--- src/rtl/uart_tx_serializer.sv ---
// UART transmit serializer: start bit, LSB-first data, optional parity, stop bit.
// Every bit lasts Prescale clocks so it shares one oversampled clock with the receiver.
module uart_tx_serializer #(
  parameter int DATA_WIDTH     = 8,
  parameter int Prescale_width = 6
) (
  input  logic                      clk,
  input  logic                      reset_n,
  input  logic [Prescale_width-1:0] Prescale,
  input  logic [DATA_WIDTH-1:0]     P_DATA,
  input  logic                      Data_Valid,
  input  logic                      PAR_EN,
  input  logic                      PAR_TYP,
  output logic                      TX_OUT,
  output logic                      busy
);

  localparam int BW = (DATA_WIDTH > 1) ? $clog2(DATA_WIDTH) : 1;
  localparam logic [BW-1:0]             BIT_LAST  = BW'(DATA_WIDTH - 1);
  localparam logic [Prescale_width-1:0] PRESC_ONE = Prescale_width'(1);

  typedef enum logic [2:0] {IDLE, START, DATA, PARITY, STOP} state_t;

  state_t                    state_q, state_d;
  logic [Prescale_width-1:0] edge_cnt_q, edge_cnt_d;
  logic [Prescale_width-1:0] presc_q, presc_d;
  logic [BW-1:0]             bit_cnt_q, bit_cnt_d;
  logic [DATA_WIDTH-1:0]     shift_q, shift_d;
  logic                      par_en_q, par_en_d;
  logic                      par_bit_q, par_bit_d;
  logic                      tx_q, tx_d;
  logic                      busy_q, busy_d;
  logic                      bit_done;

  assign bit_done = (edge_cnt_q == presc_q - PRESC_ONE);

  always_comb begin
    state_d    = state_q;
    edge_cnt_d = edge_cnt_q;
    presc_d    = presc_q;
    bit_cnt_d  = bit_cnt_q;
    shift_d    = shift_q;
    par_en_d   = par_en_q;
    par_bit_d  = par_bit_q;
    tx_d       = tx_q;
    busy_d     = busy_q;

    if (state_q == IDLE) begin
      tx_d       = 1'b1;
      busy_d     = 1'b0;
      edge_cnt_d = '0;
      bit_cnt_d  = '0;
      if (Data_Valid) begin
        state_d   = START;
        tx_d      = 1'b0;
        busy_d    = 1'b1;
        shift_d   = P_DATA;
        par_en_d  = PAR_EN;
        // Even parity is the XOR of the data; odd parity is its complement.
        par_bit_d = (^P_DATA) ^ PAR_TYP;
        presc_d   = (Prescale == '0) ? PRESC_ONE : Prescale;
      end
    end else if (!bit_done) begin
      edge_cnt_d = edge_cnt_q + PRESC_ONE;
    end else begin
      edge_cnt_d = '0;
      case (state_q)
        START: begin
          state_d   = DATA;
          bit_cnt_d = '0;
          tx_d      = shift_q[0];
        end
        DATA: begin
          if (bit_cnt_q == BIT_LAST) begin
            state_d = par_en_q ? PARITY : STOP;
            tx_d    = par_en_q ? par_bit_q : 1'b1;
          end else begin
            bit_cnt_d = bit_cnt_q + BW'(1);
            shift_d   = shift_q >> 1;
            tx_d      = shift_d[0];
          end
        end
        PARITY: begin
          state_d = STOP;
          tx_d    = 1'b1;
        end
        STOP: begin
          state_d = IDLE;
          tx_d    = 1'b1;
          busy_d  = 1'b0;
        end
        default: begin
          state_d = IDLE;
          tx_d    = 1'b1;
          busy_d  = 1'b0;
        end
      endcase
    end
  end

  always_ff @(posedge clk or negedge reset_n) begin
    if (!reset_n) begin
      state_q    <= IDLE;
      edge_cnt_q <= '0;
      presc_q    <= '0;
      bit_cnt_q  <= '0;
      shift_q    <= '0;
      par_en_q   <= 1'b0;
      par_bit_q  <= 1'b0;
      tx_q       <= 1'b1;
      busy_q     <= 1'b0;
    end else begin
      state_q    <= state_d;
      edge_cnt_q <= edge_cnt_d;
      presc_q    <= presc_d;
      bit_cnt_q  <= bit_cnt_d;
      shift_q    <= shift_d;
      par_en_q   <= par_en_d;
      par_bit_q  <= par_bit_d;
      tx_q       <= tx_d;
      busy_q     <= busy_d;
    end
  end

  assign TX_OUT = tx_q;
  assign busy   = busy_q;

endmodule

--- config.mk ---
export PLATFORM = sky130hd
export DESIGN_NAME = uart_tx_serializer
export DESIGN_NICKNAME = d
export VERILOG_FILES = /design/src/rtl/uart_tx_serializer.sv
export SDC_FILE = /design/constraint.sdc
export NUM_CORES = 1
export LEC_CHECK = 0
export ABC_CLOCK_PERIOD_IN_PS = 3490
export CAP_MARGIN = 20
export CORE_MARGIN = 5
export CORE_UTILIZATION = 54
export CTS_CLUSTER_DIAMETER = 200
export DETAILED_ROUTE_END_ITERATION = 8
export GPL_TIMING_DRIVEN = 0
export PLACE_DENSITY_LB_ADDON = 0.08
export SYNTH_ARGS = -nofsm -noshare
export SYNTH_HDL_FRONTEND = slang
export SYNTH_SLANG_ARGS = --single-unit
--- constraint.sdc ---
create_clock -name clk -period 3.49 [get_ports clk]
set_clock_uncertainty 0.15 [all_clocks]
set_input_delay 0.698 -clock clk [delete_from_list [all_inputs] [get_ports clk]]
set_output_delay 0.698 -clock clk [all_outputs]
set_load 0.1 [all_outputs]
# Yosys cells after proc, flatten, opt, wreduce, memory -nomap -nowiden
# Index checks and enable logic that the tools add are counted.
# totals
register_bits	30
# classes
reduce_logical	12
mux	28
n_eq_ne	10
n_addsub	3
n_bitwise	1
# op_table
operator	count
8-bit two-way mux	5
3-bit two-way mux	8
6-bit two-way mux	3
1-bit two-way mux	9
3-bit case mux with 3 select lines	1
8-bit XOR reduction	1
6-bit by 1-bit adder with 6-bit output, second input constant	1
3-bit by 2-bit equality test with 1-bit output, second input constant	2
6-bit equality test	1
6-bit zero test	1
3-bit != test, second input constant	2
3-bit case mux with 2 select lines	1
3-bit AND reduction	2
6-bit by 1-bit subtractor with 6-bit output, second input constant	1
2-bit != test, second input constant	2
2-bit AND reduction	2
4-bit AND reduction	1
2-bit nonzero test	2
3-bit by 1-bit adder with 3-bit output, second input constant	1
3-bit by 1-bit equality test with 1-bit output, second input constant	1
3-bit equality test, second input constant	1
3-bit zero test	1
3-bit nonzero test	1
3-bit OR reduction	1
3 further kinds	3

# Logic depth before layout (Yosys ltp)
# logic_depth
ltp_word	5
depth_mapped	7
mapped_depth_nobuf	7

# Worst setup path after synthesis
# No wires, ideal clock.
# synth_timing
path_kind	flip-flop to flip-flop
start	register presc_q[2]
end	register shift_q[0]
n_path_buf	0
slack_ns	1.075
stages_incl_launch_ff	6
setup_time_ns	0.125
period_less_slack_ns	2.415
arrival_time_ns	2.140
path_cell_list	dfrtp_1 -> or4_1 -> or3_4 -> a2111oi_4 -> a21oi_2 -> mux2_2
# synth_between
elab_chain_cells	4
# synth_lines
element	line	source
from (decl)	26	logic [Prescale_width-1:0] presc_q, presc_d;
from (signal assigned)	115	presc_q <= presc_d;
6-bit by 1-bit subtractor with 6-bit output	35	assign bit_done = (edge_cnt_q == presc_q - PRESC_ONE);
6-bit equality test	35	
2-bit nonzero test (no source line)	-	
4-bit AND reduction (no source line)	-	
to (signal assigned)	117	shift_q <= shift_d;
to (decl)	28	logic [DATA_WIDTH-1:0] shift_q, shift_d;
# Every way passes these cells.
# A chain may end at the register's enable or synchronous reset.

# Final worst setup path
# layout_timing
start	register tx_q, in the netlist TX_OUT
end	output port TX_OUT
# layout_rtl
element	line	source
from (decl)	31	logic tx_q, tx_d;
from (signal assigned)	120	tx_q <= tx_d;
to (decl)	14	output logic TX_OUT,
# No word-level cell between the ends.

==> impl_metrics.toml <==
[clocking]
cts.clk_slew.worst_paths_ps = 100
cts_hold_buf = 0
htree_levels = 2
cts_resized = 0
tritoncts = "yes"
cts_post_setup_buffers_inserted = 0
cts_buffers = 5
root_buffer = "clkbuf_4"
clkSinkCount = 30
worstSkewPairLatency_ps = 330
cts_buffer_depth = 2

[die]
die_y_um = 65.7
die_w_um = 65.7
start_util_pct = 55.8
fp-row-count = 20
core-area_mm2 = 0.00300
dieArea_mm2 = 0.00432
pin_count = 21

[synthesis]
synthCells = 170
ys_types = 38
synthTopCellsByCount = "dfrtp_1 (29), nand2_1 (28), mux2_2 (13), nor2_1 (12), xnor2_1 (11)"
synthArstFlopShare_pct = 100
synth-seq-cells = 30
synth_area_leaders = "dfrtp_1 (43%), mux2_2 (8.7%), nand2_1 (6.3%), xnor2_1 (5.8%), xor2_1 (3.7%)"
yosysTopAreaCell = "dfrtp_1"
synthesis.nets = 193
yosysTopAreaCellShare_pct = 43.3
synthesis.area_mm2 = 0.00168
yosysSeqAreaShare_pct = 44.9
syn_avg_cell_area_um2 = 9.86
synth_edf_count = 0
synthFlopType = "dfrtp_1"
yosysMostFrequentCell = "dfrtp_1"
yosysWarnings = 0

[layout]
drive_gt1_share_pct = 14.1
fill_cells = 242
utilization_pct = 67.4
antenna_cells = 0
area_growth_pct = 20.8
fin_nets = 221

[global_routing]
grt_pass1_vias = 1404
antenna_found_initial = 0
overflow = 0
grt_pass1_wl_um = 6390
track_usage_pct = 19.7
grt_max_degree = 17

[sta]
fmax_mhz = 351
period_minus_slack_ps = 2850
fin_crit_sh_pct = 81.7
maxSlewViolCount = 0
finalSetupTns_ps = 0
setup_viol = 0
rsz0062_at_grt = "no"
max_slew_margin_pct = 35.1
worst_pin_slew_ps = 970
hold_viol_final = 0

[critical_path]
cp.required_ps = 2640
max_stage_delay_ps = 1130
crit_arrival_ps = 2000
cp.depth = 1
timing.critical_path.buf_inv = 1
worst_setup_path_end_kind = "output port"
r2r_cells = 6
cp_cell_sequence = "clkdlybuf4s50_1"
rr_endpoint = "presc_q[5]$_DFFE_PN0P_"
path_class = "flip-flop to output port"
worst-r2r-setup-slack_ps = 660
r2r_start = "state_q[1]$_DFFE_PN0P_"
slowest_stage = "clkdlybuf4s50_1"
path_delay_family = "buffers and inverters"
cp-startpoint = "TX_OUT$_DFFE_PN1P_"
crit_end = "TX_OUT"
startpoint_type = "flip-flop"
cp_max_fo = 2

[route]
drt_pre_antenna_iters = 4
first_iter_violations = 53
routed_wl_um = 3410
drc = 0
ant_nets = 0
num_vias = 1291
viasPerCell = 5.56
post_drt_wl_per_cell_um = 14.7

[place]
gp_congestion = 0.813
numPortBuffers = 20
dp_hpwl_um = 2570

[power]
peakVddDrop_mv = 0.519
power_density_mw_per_mm2 = 863
total_power_mw = 1.75
leakage_nw = 0.881

[flow_run]
max-cap-violations = 0

[status]
status = "finished, final reports clean"

[hold_path]
hold_path.class = "flip-flop to flip-flop"
## state kept, by name (all words and copies together), names as in the netlist
signal	flops
bit_cnt_q	3
TX_OUT	1
busy	1
edge_cnt_q	6
presc_q	6
par_bit_q	1
state_q	3
shift_q	8
par_en_q	1
## layout by cell type (no fill, tap or decap), types with 2 or more instances in the layout
cell type,instances
clkbuf_1,6
o221ai_1,3
dfrtp_1,29
o21ai_0,7
and2_1,2
nand3_1,2
a21oi_1,6
nand2b_1,5
mux2_2,13
clkdlybuf4s50_1,20
nor3_1,3
or4_1,2
nand2_1,28
ha_1,4
clkbuf_4,5
xor2_1,7
inv_1,8
clkbuf_8,3
xnor2_1,11
o31ai_1,2
nor2_1,12
## layout make-up
cell class                      instances  area (um2)  area share (%)
Inverter                                8        30.0            1.48
Buffer                                  6        22.5            1.11
Tap cell                               33        41.3            2.04
Clock buffer                            8        78.8            3.90
Timing Repair Buffer                   21         228            11.3
Multi-Input combinational cell        126         871            43.0
Sequential cell                        30         752            37.2
## metal layers
metal  up-vias  GRT usage [%]  part of all wire, %
li1        646              -                    -
met1       606           22.8                   43
met2        30           32.3                   50
met3         9           6.67                  4.5
met4         0           9.59                  2.2
met5         -              0                    0
## stage by stage
stage	cells	setup WS [ps]	hold slack, ps	area, um2
floorplan	170	1080	252	1680
global placement	223	709	335	1920
detailed placement	224	645	341	1940
CTS	232	610	369	2020
global route	232	396	386	2020
finish	232	640	365	2020
## kinds of logic after synthesis
| family | Yosys count | synth area share, % |
|---|---|---|
| multiplexers | 13 | 8.74 |
| adder cells (fa/ha/maj) | 4 | 2.99 |
| XOR/XNOR | 18 | 9.41 |
| AO/OA/AOI/OAI | 30 | 13.8 |
| flip-flops | 30 | 44.9 |
| AND/OR/NAND/NOR | 61 | 17.0 |
| buffers and inverters | 14 | 3.14 |
## power by group
| group | switching (mW) | total [mW] | internal, mW |
|---|---|---|---|
| Clock | 0.122 | 0.259 | 0.138 |
| Sequential | 0.108 | 0.602 | 0.494 |
| Combinational | 0.520 | 0.885 | 0.365 |
## how the worst min path moves through the flow
stage                               end  slack [ps]  depth (start not counted)                   start
6_report         shift_q[5]$_DFFE_PN0P_         370                          1  shift_q[5]$_DFFE_PN0P_
5_1_grt          shift_q[2]$_DFFE_PN0P_         390                          1  shift_q[2]$_DFFE_PN0P_
3_3_place_gp     shift_q[7]$_DFFE_PN0P_         330                          1  shift_q[7]$_DFFE_PN0P_
3_5_place_dp     shift_q[7]$_DFFE_PN0P_         340                          1  shift_q[7]$_DFFE_PN0P_
2_1_floorplan  bit_cnt_q[0]$_DFFE_PN0P_         250                          0                 reset_n
4_1_cts          shift_q[5]$_DFFE_PN0P_         370                          1  shift_q[5]$_DFFE_PN0P_
(Power assumes the default switching activity.)
